$ cat src/rtl/wr_arria10_rx_det_align.sv
// ---------------------------------------------------------------------------
// wr_arria10_rx_det_align
//
// Deterministic-latency RX alignment controller for the Arria10 deterministic
// PHY. It runs in the recovered RX clock domain. The controller drives the
// RX PCS digital reset and the word-aligner pattern-align request, then reads
// back the reported bitslip boundary. If that boundary is not in the accepted
// set, it resets the PCS again. The accepted boundary gives a fixed RX
// latency that can be calibrated.
//
// Ports:
//   clk_rx_i                 recovered RX parallel clock
//   rst_n_i                  asynchronous active-low reset
//   enable_i                 level enable; low forces IDLE
//   rx_is_lockedtodata_i     CDR lock (asynchronous, synchronised here)
//   rx_syncstatus_i          word aligner sync status
//   rx_bitslipboundarysel_i  PHY-reported bitslip boundary
//   rx_disperr_i             disparity error (error-counter build only)
//   rx_errdetect_i           8b/10b code error (error-counter build only)
//   rx_digitalreset_o        RX PCS digital reset request
//   rx_wa_patternalign_o     single-cycle pattern-align pulse
//   rdy_o                    aligned on an accepted boundary
//   bitslip_o                boundary latched in CHECK
//   retry_cnt_o              retries in the current acquisition
//   fail_o                   sticky; retry budget exhausted
//   err_cnt_o                errors in the current window (error-counter build)
//
// Optional feature macro: WR_A10_DET_ALIGN_ERRCNT_EN
//   Defined: counts disparity/code errors in LOCKED over 1024-cycle windows.
//   Reaching 16 errors in a window forces a realign.
// ---------------------------------------------------------------------------
module wr_arria10_rx_det_align #(
    parameter int unsigned g_rst_cycles    = 32,
    parameter int unsigned g_align_timeout = 1023,
    parameter int unsigned g_sync_cycles   = 4,
    parameter logic [31:0] g_target_mask   = 32'h55555555,
    parameter int unsigned g_max_retries   = 255,
    parameter int unsigned g_loss_cycles   = 4
) (
    input  logic       clk_rx_i,
    input  logic       rst_n_i,
    input  logic       enable_i,
    input  logic       rx_is_lockedtodata_i,
    input  logic       rx_syncstatus_i,
    input  logic [4:0] rx_bitslipboundarysel_i,
    input  logic       rx_disperr_i,
    input  logic       rx_errdetect_i,
    output logic       rx_digitalreset_o,
    output logic       rx_wa_patternalign_o,
    output logic       rdy_o,
    output logic [4:0] bitslip_o,
    output logic [7:0] retry_cnt_o,
    output logic       fail_o
`ifdef WR_A10_DET_ALIGN_ERRCNT_EN
    ,
    output logic [7:0] err_cnt_o
`endif
);

    localparam int unsigned RstW  = $clog2(g_rst_cycles + 1);
    localparam int unsigned TmoW  = $clog2(g_align_timeout + 1);
    localparam int unsigned SyncW = $clog2(g_sync_cycles + 1);
    localparam int unsigned LossW = $clog2(g_loss_cycles + 1);

    localparam logic [RstW-1:0]  RstLoad  = RstW'(g_rst_cycles - 1);
    localparam logic [TmoW-1:0]  TmoLast  = TmoW'(g_align_timeout - 1);
    localparam logic [SyncW-1:0] SyncLast = SyncW'(g_sync_cycles - 1);
    localparam logic [LossW-1:0] LossLast = LossW'(g_loss_cycles - 1);
    localparam logic [7:0]       RetryMax = 8'(g_max_retries);

    typedef enum logic [2:0] {
        StIdle,
        StReset,
        StAlign,
        StCheck,
        StLocked,
        StFail
    } state_e;

    state_e r_state, w_state_d;

    logic             r_lock_meta, r_lock_s;
    logic [RstW-1:0]  r_rst_cnt, w_rst_cnt_d;
    logic [TmoW-1:0]  r_tmo_cnt, w_tmo_cnt_d;
    logic [SyncW-1:0] r_sync_cnt, w_sync_cnt_d;
    logic [LossW-1:0] r_loss_cnt, w_loss_cnt_d;
    logic [7:0]       r_retry_cnt, w_retry_cnt_d;
    logic             r_fail, w_fail_d;
    logic [4:0]       r_bitslip, w_bitslip_d;
    logic             r_digrst, w_digrst_d;
    logic             r_patalign, w_patalign_d;
    logic             r_rdy, w_rdy_d;

    logic w_go_reset;
    logic w_retry;
    logic w_err_hit;

    // CDR lock is asynchronous to the recovered clock.
    always_ff @(posedge clk_rx_i or negedge rst_n_i) begin
        if (!rst_n_i) begin
            r_lock_meta <= 1'b0;
            r_lock_s    <= 1'b0;
        end else begin
            r_lock_meta <= rx_is_lockedtodata_i;
            r_lock_s    <= r_lock_meta;
        end
    end

`ifdef WR_A10_DET_ALIGN_ERRCNT_EN
    logic [7:0] r_err_cnt, w_err_cnt_d;
    logic [9:0] r_win_cnt, w_win_cnt_d;
    logic [7:0] w_err_sum;

    always_comb begin
        w_err_sum   = r_err_cnt + {7'd0, rx_disperr_i | rx_errdetect_i};
        w_err_cnt_d = 8'd0;
        w_win_cnt_d = 10'd0;
        w_err_hit   = 1'b0;
        // The window starts from zero on LOCKED entry because the counters
        // are held clear in every other state.
        if (r_state == StLocked) begin
            w_win_cnt_d = r_win_cnt + 10'd1;
            if (r_win_cnt != 10'd1023) begin
                w_err_cnt_d = w_err_sum;
                w_err_hit   = (w_err_sum == 8'd16);
            end
        end
    end

    always_ff @(posedge clk_rx_i or negedge rst_n_i) begin
        if (!rst_n_i) begin
            r_err_cnt <= 8'd0;
            r_win_cnt <= 10'd0;
        end else begin
            r_err_cnt <= w_err_cnt_d;
            r_win_cnt <= w_win_cnt_d;
        end
    end

    assign err_cnt_o = r_err_cnt;
`else
    logic w_unused_err;
    assign w_unused_err = rx_disperr_i ^ rx_errdetect_i;
    assign w_err_hit    = 1'b0;
`endif

    // Next-state logic. Priority: enable low, then lock low, then
    // timeout/loss, then success.
    always_comb begin
        w_state_d     = r_state;
        w_rst_cnt_d   = r_rst_cnt;
        w_tmo_cnt_d   = r_tmo_cnt;
        w_sync_cnt_d  = r_sync_cnt;
        w_loss_cnt_d  = r_loss_cnt;
        w_retry_cnt_d = r_retry_cnt;
        w_fail_d      = r_fail;
        w_bitslip_d   = r_bitslip;
        w_go_reset    = 1'b0;
        w_retry       = 1'b0;

        if (!enable_i) begin
            w_state_d     = StIdle;
            w_retry_cnt_d = 8'd0;
            w_fail_d      = 1'b0;
        end else begin
            unique case (r_state)
                StIdle: begin
                    if (r_lock_s) begin
                        w_go_reset = 1'b1;
                    end
                end
                StReset: begin
                    // Hold the PCS in reset while the CDR is unlocked.
                    if (!r_lock_s) begin
                        w_go_reset = 1'b1;
                    end else if (r_rst_cnt == '0) begin
                        w_state_d    = StAlign;
                        w_tmo_cnt_d  = '0;
                        w_sync_cnt_d = '0;
                    end else begin
                        w_rst_cnt_d = r_rst_cnt - 1'b1;
                    end
                end
                StAlign: begin
                    if (!r_lock_s) begin
                        w_go_reset = 1'b1;
                    end else if (r_tmo_cnt == TmoLast) begin
                        w_retry = 1'b1;
                    end else if (rx_syncstatus_i && (r_sync_cnt == SyncLast)) begin
                        w_state_d = StCheck;
                    end else begin
                        w_tmo_cnt_d  = r_tmo_cnt + 1'b1;
                        w_sync_cnt_d = rx_syncstatus_i ? r_sync_cnt + 1'b1 : '0;
                    end
                end
                StCheck: begin
                    if (!r_lock_s) begin
                        w_go_reset = 1'b1;
                    end else begin
                        w_bitslip_d = rx_bitslipboundarysel_i;
                        if (g_target_mask[rx_bitslipboundarysel_i]) begin
                            w_state_d     = StLocked;
                            w_retry_cnt_d = 8'd0;
                            w_loss_cnt_d  = '0;
                        end else begin
                            w_retry = 1'b1;
                        end
                    end
                end
                StLocked: begin
                    // Loss and error realigns do not consume retries.
                    if (!r_lock_s) begin
                        w_go_reset = 1'b1;
                    end else if (!rx_syncstatus_i && (r_loss_cnt == LossLast)) begin
                        w_go_reset = 1'b1;
                    end else if (w_err_hit) begin
                        w_go_reset = 1'b1;
                    end else begin
                        w_loss_cnt_d = rx_syncstatus_i ? '0 : r_loss_cnt + 1'b1;
                    end
                end
                StFail: begin
                    // Only enable low releases FAIL.
                end
                default: begin
                    w_state_d = StIdle;
                end
            endcase

            if (w_retry) begin
                if (r_retry_cnt == RetryMax) begin
                    w_state_d = StFail;
                    w_fail_d  = 1'b1;
                end else begin
                    w_retry_cnt_d = r_retry_cnt + 8'd1;
                    w_go_reset    = 1'b1;
                end
            end

            if (w_go_reset) begin
                w_state_d   = StReset;
                w_rst_cnt_d = RstLoad;
            end
        end
    end

    // Outputs are registered versions of what the next state implies.
    always_comb begin
        w_digrst_d   = !((w_state_d == StAlign) || (w_state_d == StCheck) ||
                         (w_state_d == StLocked));
        w_patalign_d = (r_state == StReset) && (w_state_d == StAlign);
        w_rdy_d      = (w_state_d == StLocked);
    end

    always_ff @(posedge clk_rx_i or negedge rst_n_i) begin
        if (!rst_n_i) begin
            r_state     <= StIdle;
            r_rst_cnt   <= '0;
            r_tmo_cnt   <= '0;
            r_sync_cnt  <= '0;
            r_loss_cnt  <= '0;
            r_retry_cnt <= 8'd0;
            r_fail      <= 1'b0;
            r_bitslip   <= 5'd0;
            r_digrst    <= 1'b1;
            r_patalign  <= 1'b0;
            r_rdy       <= 1'b0;
        end else begin
            r_state     <= w_state_d;
            r_rst_cnt   <= w_rst_cnt_d;
            r_tmo_cnt   <= w_tmo_cnt_d;
            r_sync_cnt  <= w_sync_cnt_d;
            r_loss_cnt  <= w_loss_cnt_d;
            r_retry_cnt <= w_retry_cnt_d;
            r_fail      <= w_fail_d;
            r_bitslip   <= w_bitslip_d;
            r_digrst    <= w_digrst_d;
            r_patalign  <= w_patalign_d;
            r_rdy       <= w_rdy_d;
        end
    end

    assign rx_digitalreset_o    = r_digrst;
    assign rx_wa_patternalign_o = r_patalign;
    assign rdy_o                = r_rdy;
    assign bitslip_o            = r_bitslip;
    assign retry_cnt_o          = r_retry_cnt;
    assign fail_o               = r_fail;

endmodule
$ cat config.mk
export PLATFORM = sky130hd
export DESIGN_NAME = wr_arria10_rx_det_align
export DESIGN_NICKNAME = d
export VERILOG_FILES = /design/src/rtl/wr_arria10_rx_det_align.sv
export SDC_FILE = /design/constraint.sdc
export NUM_CORES = 1
export LEC_CHECK = 0
export ABC_AREA = 0
export CORE_ASPECT_RATIO = 1.1
export CORE_MARGIN = 3
export CORE_UTILIZATION = 57
export DETAILED_ROUTE_END_ITERATION = 6
export GPL_ROUTABILITY_DRIVEN = 0
export PLACE_DENSITY = 0.89
export SLEW_MARGIN = 20
export SYNTH_ARGS = -nofsm -noshare
export SYNTH_HDL_FRONTEND = slang
export SYNTH_SLANG_ARGS = --single-unit
$ cat constraint.sdc
create_clock -name clk_rx_i -period 4.1 [get_ports clk_rx_i]
set_input_delay 1.23 -clock clk_rx_i [delete_from_list [all_inputs] [get_ports clk_rx_i]]
set_output_delay 1.23 -clock clk_rx_i [all_outputs]
set_load 0.1 [all_outputs]
## Word-level counts from Yosys, hierarchy flattened

Memory sizes are Yosys's and may differ from the RTL's.
Cells that the tools add are included.

| word-level totals | value |
|---|---|
| register bits | 44 |
| latch bits | 0 |
| RAM bits | 0 |
| memory bits (read-only) | 32 |
| bits of input ports | 12 |
| word-level logic and storage cells | 123 |
| memories | 1 |

| operators by class | value |
|---|---|
| add/subtract/negate cells | 5 |
| $mul | 0 |
| div/mod/pow operators | 0 |
| order comparisons | 1 |
| equality and inequality tests | 24 |
| shifts and indexed selects | 0 |
| mux-type cells | 59 |
| bitwise operators | 0 |
| reductions and logical operators | 20 |

Memory list:

| name | words | bits a word | rd ports | clocked after Yosys merged registers in | wr ports | RTL line | text |
|---|---|---|---|---|---|---|---|
| (name not given) | 32 | 1 | 1 | 0 | 0 | 201 | `if (g_target_mask[rx_bitslipboundarysel_i]) begin` |

Operators by type and width:

| cell | count |
|---|---|
| $mux 3 | 22 |
| $mux 10 | 5 |
| $mux 8 | 6 |
| $mux 6 | 4 |
| $pmux 10 s2 | 1 |
| $eq 3x2->1 const B | 6 |
| $ne 2x2->1 const B | 9 |
| $mux 1 | 16 |
| $pmux 3 s2 | 2 |
| $pmux 3 s4 | 1 |
| $add 10x1->10 const B | 1 |
| $eq 10x10->1 const B | 1 |
| $eq 3x3->1 const B | 3 |
| $add 8x1->8 const B | 1 |
| $eq 8x8->1 const B | 1 |
| $reduce_bool 2->1 | 4 |
| $reduce_and 7->1 | 1 |
| $add 3x1->3 const B | 2 |
| $logic_not 6->1 | 1 |
| $lt 5x6->1 const B | 1 |
| $ne 2x1->1 const B | 3 |
| $reduce_and 6->1 | 1 |
| $reduce_or 3->1 | 2 |
| $sub 6x1->6 const B | 1 |
| 10 further kinds | 14 |

## Logic depth before layout (Yosys ltp)

Gate-level depths: netlist of the first run.

| depth | value |
|---|---|
| depth after elaboration | 14 |
| gate-level depth with buffers | 11 |
| depth with buffers taken out | 8 |

## Worst setup path before layout of the first run

Ideal clock, no wire load.

| timing path | value |
|---|---|
| kind | input-to-reg |
| start point | in enable_i |
| end point | reg r_tmo_cnt[7] |
| setup time | 0.077 ns |
| arrival time | 2.641 ns |
| data required time | 4.023 ns |
| slack | 1.381 ns |
| stages on the path | 7 |
| path through | nor2b_1 -> and4_1 -> buf_6 -> a31o_4 -> nand4_4 -> or4_1 -> a21oi_1 |

| between the ends | value |
|---|---|
| word-level cells in the longest chain between the ends | 1 |

Ends and longest elaborated chain:

| what | RTL line | text |
|---|---|---|
| start, declared | 42 | `input logic enable_i,` |
| $reduce_and 7->1 (no line) | - |  |
| end signal, assigned | 271 | `r_tmo_cnt <= w_tmo_cnt_d;` |
| end, declared | 84 | `logic [TmoW-1:0] r_tmo_cnt, w_tmo_cnt_d;` |

Every way passes these cells.
A chain may end at the register's enable or synchronous reset.

## Final worst setup path of the first run

Ends and elaborated chain as after synthesis.

==> results.tsv, run 1 <==
metric	value	unit
avgViaCountPerCell	5.886	
die_h	73.79	um
p_per_area	307.3	nW/um2
syn_inst	235	
drive_gt1_frac	0.09506	
ioPinCount	29	
crit_fanout	22	
die_w	67.63	um
critPathArrivalTime	3.55	ns
grt_pass1_vias	1793	
synth.yosys.seq_area_share	0.4630	
ys_ff_latch	44	
drt_iter0_drc	106	
min_path_type	reg2reg	
dpl.hpwl	3307	um
num-nets-final	283	
clockBufferDepth	2	
slew_headroom	0.3393	
cts-resized-gates	0	
yosysWarnings	0	
path_cells	clkdlybuf4s50_1 > nor2b_1 > buf_4 > and4_1 > a31o_4 > nand4_4 > or4_1 > a21oi_1	
rsz0062_at_grt	no	
antenna_found_initial	0	
final_max_slew_viol_count	0	
drt-wirelength-per-cell	14.72	um
grt_remaining_overflow	0	
wirelength	4637	um
min_period	3.322	ns
area_delta_synth_final	16.87	%
pre_cts_ws	0.4930	ns
port_buffers	26	
critPathSlowestCell	or4_1	
worst_pin_slew	0.9879	ns
drc	0	
grt.total_usage	0.2124	
numCtsBuffers	5	
setup_viol	0	
p_leak	0.001187	uW
cts-root-buf	clkbuf_8	
synth_fp_nets	256	
cts_tree	built	
skew	0.009505	ns
finalWorstSetupSlack	0.7784	ns
synth-main-ff-cell	dfrtp_1	
htree_levels	2	
vias	1854	
outcome	completed	
first_pass_iters	4	
worst_setup_path_start_kind	input port	
cap_viol_max_count	0	
critPathRequiredTime	4.32	ns
grt_pass1_wl	8093	um
synth.distinct_cells	49	
synth.avg_cell_area	10.13	um2
totalPowerFinal	855.0	uW
path_clk_slew	0.08	ns
synth_edf_count	0	
cts_setup_buffers	0	
period_share	0.8101	
synth-async-reset-ratio	1.000	
cts_hold_buffers	0	
start_util	0.5962	
fmax	301.1	MHz
ant_nets	0	
crit_type	in2reg	
finalSetupTns	0	ns
vdd_drop_max	0.2643	mV
hold_ws	0.3539	ns
timing.final.hold_violations	0	
grt_max_degree	45	
num_antenna_cells	0	
cp-end-kind	flip-flop	
synth_area	2381	um2
critical-path-max-stage-delay	0.54	ns
core	3994	um2
fillers	298	
cts.sink_count	44	
clkLatencyLatePin	0.30	ns
die_area	4990	um2
num_rows	24	
per-layer routing:
layer / global-route usage / routed length, um / up-vias / share of wire
met3: 0.05199 / 138 / 6 / 0.030
met1: 0.2693 / 2087 / 920 / 0.45
li1: - / - / 898 / -
met5: 0 / 0 / - / 0
met2: 0.3578 / 2360 / 30 / 0.51
met4: 0.05856 / 51 / 0 / 0.011
report_power, final:
part           internal [uW]  total [uW]  leakage, uW  switching, uW
registers                442         451     0.000578           8.89
logic                   23.5        55.2     0.000547           31.8
clock network            199         349    0.0000614            150
total                    664         855      0.00119            191
sequential cells by signal, indices dropped and copies added, names as in the netlist:
name and flops:
r_tmo_cnt 10, retry_cnt_o 8, r_rst_cnt 6, bitslip_o 5, r_loss_cnt 3, r_state 3, r_sync_cnt 3, fail_o 1
r_lock_meta 1, r_lock_s 1, rdy_o 1, rx_digitalreset_o 1, rx_wa_patternalign_o 1
metrics by stage:
step | instances | cell area (um2) | util
after floorplan | 235 | 2381 | -
after global placement | 307 | 2661 | 0.6664
after detailed placement | 307 | 2661 | 0.6664
after CTS | 315 | 2783 | 0.6967
after global routing | 315 | 2783 | 0.6967
final | 315 | 2783 | 0.6967
logic make-up after synthesis:
group,synth area share
multiplexers,0.04204
AND/OR/NAND/NOR,0.2512
XOR/XNOR,0.02575
AO/OA/AOI/OAI,0.1272
adder cells (fa/ha/maj),0.04729
flip-flops,0.4630
buffers and inverters,0.04362
area by class of cell:
class | count | area, um2 | area share
Clock buffer | 6 | 82.58 | 0.02968
Sequential cell | 44 | 1102 | 0.3961
Inverter | 11 | 41.29 | 0.01484
Multi-Input combinational cell | 171 | 1175 | 0.4222
Timing Repair Buffer | 29 | 277.8 | 0.09982
Clock inverter | 2 | 38.79 | 0.01394
Tap cell | 52 | 65.06 | 0.02338
critical path: cells and delay by family:
| family | cells | cell delay, ns |
|---|---|---|
| buffers and inverters | 2 | 0.62 |
| AND/OR/NAND/NOR | 4 | 1.37 |
| AO/OA/AOI/OAI | 2 | 0.32 |
layout by cell type (no fill, tap or decap), types with 4 or more instances in the layout:
| master | netlist | routed |
|---|---|---|
| dfrtp_1 | 43 | 43 |
| nand2_1 | 28 | 28 |
| clkdlybuf4s50_1 | 0 | 25 |
| o21ai_0 | 13 | 13 |
| nor2_1 | 13 | 13 |
| nand3_1 | 12 | 12 |
| inv_1 | 11 | 11 |
| a21oi_1 | 10 | 10 |
| ha_1 | 9 | 9 |
| or3_1 | 8 | 8 |
| and3_1 | 6 | 6 |
| clkbuf_8 | 0 | 6 |
| mux2_2 | 5 | 5 |
| nand2b_1 | 4 | 4 |
| and2_1 | 4 | 4 |
| nand4_1 | 4 | 4 |
| xnor2_1 | 4 | 4 |
| o31ai_1 | 4 | 4 |
cells in the mapped netlist, types with 4 or more instances:
master,n,area [um2]
xnor2_1,4,35.03
nand3_1,12,60.06
a21oi_1,10,50.05
mux2_2,5,56.30
nand4_1,4,25.02
or3_1,8,50.05
inv_1,11,41.29
nand2_1,28,105.1
nor2_1,13,48.80
dfrtp_1,43,1076
o21ai_0,13,65.06
o31ai_1,4,30.03
nand2b_1,4,25.02
and2_1,4,25.02
and3_1,6,37.54
ha_1,9,112.6
final timing paths:
kind	to	slack, ns	cells past startpoint	startpoint
max in group asynchronous	r_tmo_cnt[0]$_DFFE_PN0P_	2.44	1	rst_n_i
worst max-delay path	r_tmo_cnt[7]$_DFFE_PN0P_	0.78	8	enable_i
worst min-delay path	r_lock_s$_DFF_PN0_	0.35	0	r_lock_meta$_DFF_PN0_
worst max register to register	r_tmo_cnt[7]$_DFFE_PN0P_	1.52	8	r_rst_cnt[0]$_DFFE_PN0P_
min in group asynchronous	rdy_o$_DFF_PN0_	1.07	1	rst_n_i
worst min register to register	r_lock_s$_DFF_PN0_	0.35	0	r_lock_meta$_DFF_PN0_
Power figures use the tool's default switching activity.
==> inputs of run 2 (changes only) <==
Settings changed: CORE_UTILIZATION 57 to 55, PLACE_DENSITY 0.89 to 0.87.
Clock period 4.1 ns to 3.4 ns, I/O delays scaled along.
==> run 2 against run 1 <==
  * Die area grew 3.3%
  * Combinational power grew 19%
  * Utilization fell by 2.3 points
  * Power rose by 13%
  * Final area down 1.8%
  * Highest routed layer unchanged
==> results.tsv, run 2 (synthesized netlist as in run 1, its figures left out) <==
metric	value	unit
slew_headroom	0.3489	
final_common_cell	dfrtp_1	
p_leak	0.001211	uW
clkLatencyLatePin	0.31	ns
skew	0.006170	ns
ant_nets	0	
drt-wirelength-per-cell	14.50	um
setup_viol	0	
p_per_area	352.2	nW/um2
largest_register	r_tmo_cnt	
use_met2	0.3181	
cts.sink_count	44	
vdd_drop_max	0.2557	mV
num_antenna_cells	0	
critPathArrivalTime	2.99	ns
clockBufferDepth	2	
fillers	327	
drt_iter0_drc	118	
cp-end-kind	flip-flop	
num_rows	24	
drive_gt1_frac	0.1660	
path_cells	clkdlybuf4s50_1 > nor2b_1 > and4_1 > a31o_4 > nand4_4 > buf_4 > or3_1 > a21oi_1	
grt.total_usage	0.1974	
crit_buf_inv	2	
crit_fanout	12	
timing.final.hold_violations	0	
finalCoreUtilization	0.6738	
ioPinCount	29	
critPathRequiredTime	3.64	ns
cts_setup_buffers	0	
final_max_slew_viol_count	0	
critPathSlowestCell	clkdlybuf4s50_1	
grt_max_degree	45	
dpl.hpwl	3259	um
die_area	5155	um2
met1_usage	0.2587	
path_clk_slew	0.09	ns
die_h	75.01	um
multi_input_area	1175	um2
finalSetupTns	0	ns
area.sequential	1102	um2
wirelength	4595	um
worst_setup_path_start_kind	input port	
outcome	completed	
largest_reg_flops	10	
area_delta_synth_final	14.71	%
grt_pass1_vias	1689	
num-nets-final	285	
worst_pin_slew	0.9766	ns
min_period	2.754	ns
fmax	363.1	MHz
min_path_type	reg2reg	
numCtsBuffers	5	
cts-resized-gates	0	
post_dp_cell_area	2634	um2
grt_remaining_overflow	0	
dp_cells	309	
critical-path-max-stage-delay	0.49	ns
design_area	2731	um2
port_buffers	26	
top_usage_layer	met2	
cap_viol_max_count	0	
cts-root-buf	clkbuf_8	
use_met3	0.04925	
cts_tree	built	
grt_pass1_wl	7638	um
cts_hold_buffers	0	
core	4054	um2
avgViaCountPerCell	5.779	
cp_top_family	simple AND/OR/NAND/NOR gates	
vias	1832	
rsz0062_at_grt	no	
period_share	0.8099	
htree_levels	2	
antenna_found_initial	0	
drc	0	
fin_cells	317	
first_pass_iters	4	
crit_type	in2reg	
final_cell_mix	dfrtp_1 (43), nand2_1 (28), buf_4 (22)	
start_util	0.5873	
die_w	68.74	um
run 2: changes by cell type in the layout (fill, tap and decap cells not counted), sizes merged:
cell           before  now
buf                 4   23
clkdlybuf4s50      25    8
clkinvlp            0    2
bufinv              1    0
clkinv              1    0
run 2: worst register-to-register path, stage by stage, from the launching register on:
cell	delay (ns)
dfrtp_1	0.45
inv_1	0.07
ha_1	0.19
and4_1	0.17
and4b_1	0.20
a22oi_1	0.39
buf_4	0.25
and4_1	0.34
mux2_1	0.35
run 2: layout make-up:
| type | count | share of cell area |
|---|---|---|
| clock inverters | 2 | 0.005497 |
| inverters | 11 | 0.01512 |
| flip-flops and latches | 44 | 0.4036 |
| clock buffers | 6 | 0.03023 |
| well taps | 52 | 0.02382 |
| multi-input cells | 171 | 0.4301 |
| repair buffers | 31 | 0.09162 |
run 2: final timing paths:
path                       slack (ns)                     start                   endpoint  depth (start not counted)
max in group asynchronous        1.93                   rst_n_i   r_rst_cnt[2]$_DFFE_PN0P_                          1
hold reg to reg                  0.36     r_lock_meta$_DFF_PN0_         r_lock_s$_DFF_PN0_                          0
setup reg to reg                 0.88  r_tmo_cnt[0]$_DFFE_PN0P_  r_loss_cnt[2]$_DFFE_PN0P_                          8
min in group asynchronous        0.87                   rst_n_i            rdy_o$_DFF_PN0_                          1
hold / removal                   0.36     r_lock_meta$_DFF_PN0_         r_lock_s$_DFF_PN0_                          0
setup / recovery                 0.65                  enable_i   r_tmo_cnt[6]$_DFFE_PN0P_                          8
run 2: power breakdown:
group | total [uW] | switching [uW] | internal, uW | leakage (uW)
Combinational | 65.9 | 38.0 | 27.8 | 0.000589
Sequential | 543 | 10.8 | 533 | 0.000578
Clock | 353 | 188 | 165 | 0.0000434
Total | 962 | 237 | 725 | 0.00121
run 2: stage by stage:
step,worst slack [ns],total power (uW),hold WS [ns]
finish,0.6462,962.1,0.3588
global route,0.5414,998.3,0.3645
CTS,0.6648,969.0,0.3600
detailed placement,0.3666,620.2,0.3401
global placement,0.3909,618.3,0.3345
floorplan,0.8913,588.3,0.3312
run 2: per-layer routing:
layer | wire length, um | vias to the layer above
met1 | 2094 | 879
met4 | 62 | 0
li1 | - | 907
met3 | 194 | 8
met5 | 0 | -
met2 | 2243 | 38
==> inputs of run 3 (changes only) <==
Clock period 3.4 ns to 2.7 ns, I/O delays scaled along.
==> run 3 against run 2 <==
  * Sequential power is 26% higher
  * First-iteration DRC count decreased by 19%
  * Clock skew up 0.00097 ns
  * Clock-buffer cell count is 1 lower
  * Global-route usage up 1.7 points
  * Wire length increased by 7.0%
  * Final area increased by 2.7%
  * Critical path depth is the same
  * Highest routed layer unchanged
  * Register-to-register slack worse by 0.68 ns
  * Combinational power up 37%
  * Power is 33% higher
==> results.tsv, run 3 (synthesized netlist as in run 1, its figures left out) <==
metric	value	unit
outcome	completed	
cts.sink_count	44	
path_cells	clkdlybuf4s50_1 > nor2b_1 > and4_1 > a31o_4 > nand4_4 > buf_4 > or3_1 > a21oi_1	
design_area	2805	um2
first_pass_iters	4	
die_h	75.01	um
pwr-share-comb	0.071	
grt_pass1_wl	8321	um
largest_register	r_tmo_cnt	
cp-end-kind	flip-flop	
critPathArrivalTime	2.74	ns
wirelength	4915	um
drt_iter0_drc	95	
avgViaCountPerCell	5.812	
min_period	2.503	ns
post_dp_cell_area	2694	um2
fillers	339	
cts_tree	built	
die_area	5155	um2
antenna_found_initial	0	
rr_startpoint	r_tmo_cnt[0]$_DFFE_PN0P_	
switching_share	0.2293	
p_leak	0.001259	uW
critPathSlowestCell	clkdlybuf4s50_1	
timing.final.hold_violations	0	
p_seq_frac	0.535	
p_switching	293.3	uW
start_util	0.5873	
area_delta_synth_final	17.81	%
min_path_type	reg2reg	
critical-path-max-stage-delay	0.49	ns
ff2ff_path_depth	8	
final_cell_mix	dfrtp_1 (43), buf_4 (30), nand2_1 (28)	
die_w	68.74	um
cts-root-buf	clkbuf_8	
p_per_area	456.0	nW/um2
cap_viol_max_count	0	
crit_buf_inv	2	
finalCoreUtilization	0.6920	
crit_cells	8	
largest_reg_flops	10	
cts-resized-gates	0	
num-nets-final	293	
drt-wirelength-per-cell	15.12	um
period_share	0.9269	
worst_setup_path_start_kind	input port	
vias	1889	
slew_headroom	0.6322	
dpl.hpwl	3621	um
clockBufferDepth	2	
min_from	r_lock_meta$_DFF_PN0_	
fmax	399.6	MHz
final_common_cell	dfrtp_1	
drc	0	
rsz0062_at_grt	no	
ioPinCount	29	
htree_levels	2	
path_clk_slew	0.08	ns
vdd_drop_max	0.3223	mV
core	4054	um2
crit_type	in2reg	
skew	0.007139	ns
grt_max_degree	45	
cts_hold_buffers	0	
cp_top_family	simple AND/OR/NAND/NOR gates	
critPathRequiredTime	2.93	ns
worst_pin_slew	0.5517	ns
crit_fanout	11	
final_max_slew_viol_count	0	
grt_pass1_vias	1833	
clockPowerShare	0.394	
whs_path_depth	0	
cts_setup_buffers	0	
drive_gt1_frac	0.1905	
grt.total_usage	0.2139	
port_buffers	26	
grt_remaining_overflow	0	
clkLatencyLatePin	0.31	ns
num_antenna_cells	0	
ant_nets	0	
intPower	985.8	uW
numCtsBuffers	5	
crit_start	enable_i	
setup_viol	0	
num_rows	24	
hold_ws	0.3603	ns
==> run 3: cell count changes in the layout (fill, tap and decap cells not counted) <==
cell,before,now
bufinv_16,0,1
clkinv_2,0,1
clkbuf_8,6,5
buf_4,22,30
clkinvlp_4,2,1
==> run 3: power by group through the flow <==
stage / sequential [uW] / clock, uW / combinational [uW]
floorplan: 692 / 0 / 48.7
global placement: 697 / 0 / 89.0
detailed placement: 698 / 0 / 91.5
CTS: 685 / 518 / 92.0
global route: 687 / 539 / 102
finish: 684 / 504 / 90.4
==> run 3: final timing paths <==
kind                                             end  slack [ns]
max                         r_tmo_cnt[5]$_DFFE_PN0P_        0.20
min                               r_lock_s$_DFF_PN0_        0.36
max reg2reg                r_loss_cnt[1]$_DFFE_PN0P_        0.20
min reg2reg                       r_lock_s$_DFF_PN0_        0.36
max in group asynchronous   retry_cnt_o[7]$_DFF_PN0_        1.75
min in group asynchronous            rdy_o$_DFF_PN0_        0.57
==> run 3: layout make-up <==
| type | count | area, um2 | area share |
|---|---|---|---|
| multi-input combinational | 171 | 1175 | 0.4188 |
| sequential | 44 | 1102 | 0.3930 |
| inverter | 11 | 41.29 | 0.01472 |
| clock buffer | 5 | 68.82 | 0.02453 |
| tap | 52 | 65.06 | 0.02319 |
| clock inverter | 3 | 42.54 | 0.01517 |
| timing repair buffer | 39 | 310.3 | 0.1106 |
==> run 3: per-stage QoR <==
stage	total power [uW]	TNS (ns)	worst slack, ns	cells
2_1_floorplan	740.8	0	0.4013	235
3_3_place_gp	786.0	-0.1433	-0.04658	317
3_5_place_dp	789.4	-0.4653	-0.1005	317
4_1_cts	1295	0	0.2108	325
5_1_grt	1328	0	0.01107	325
6_report	1279	0	0.1972	325
==> run 3: layer usage <==
metal,up-vias,track usage,wire [um]
met5,-,0,0
met4,0,0.07576,63
met3,6,0.04925,243
met2,54,0.3680,2495
met1,910,0.2616,2112
li1,919,-,-
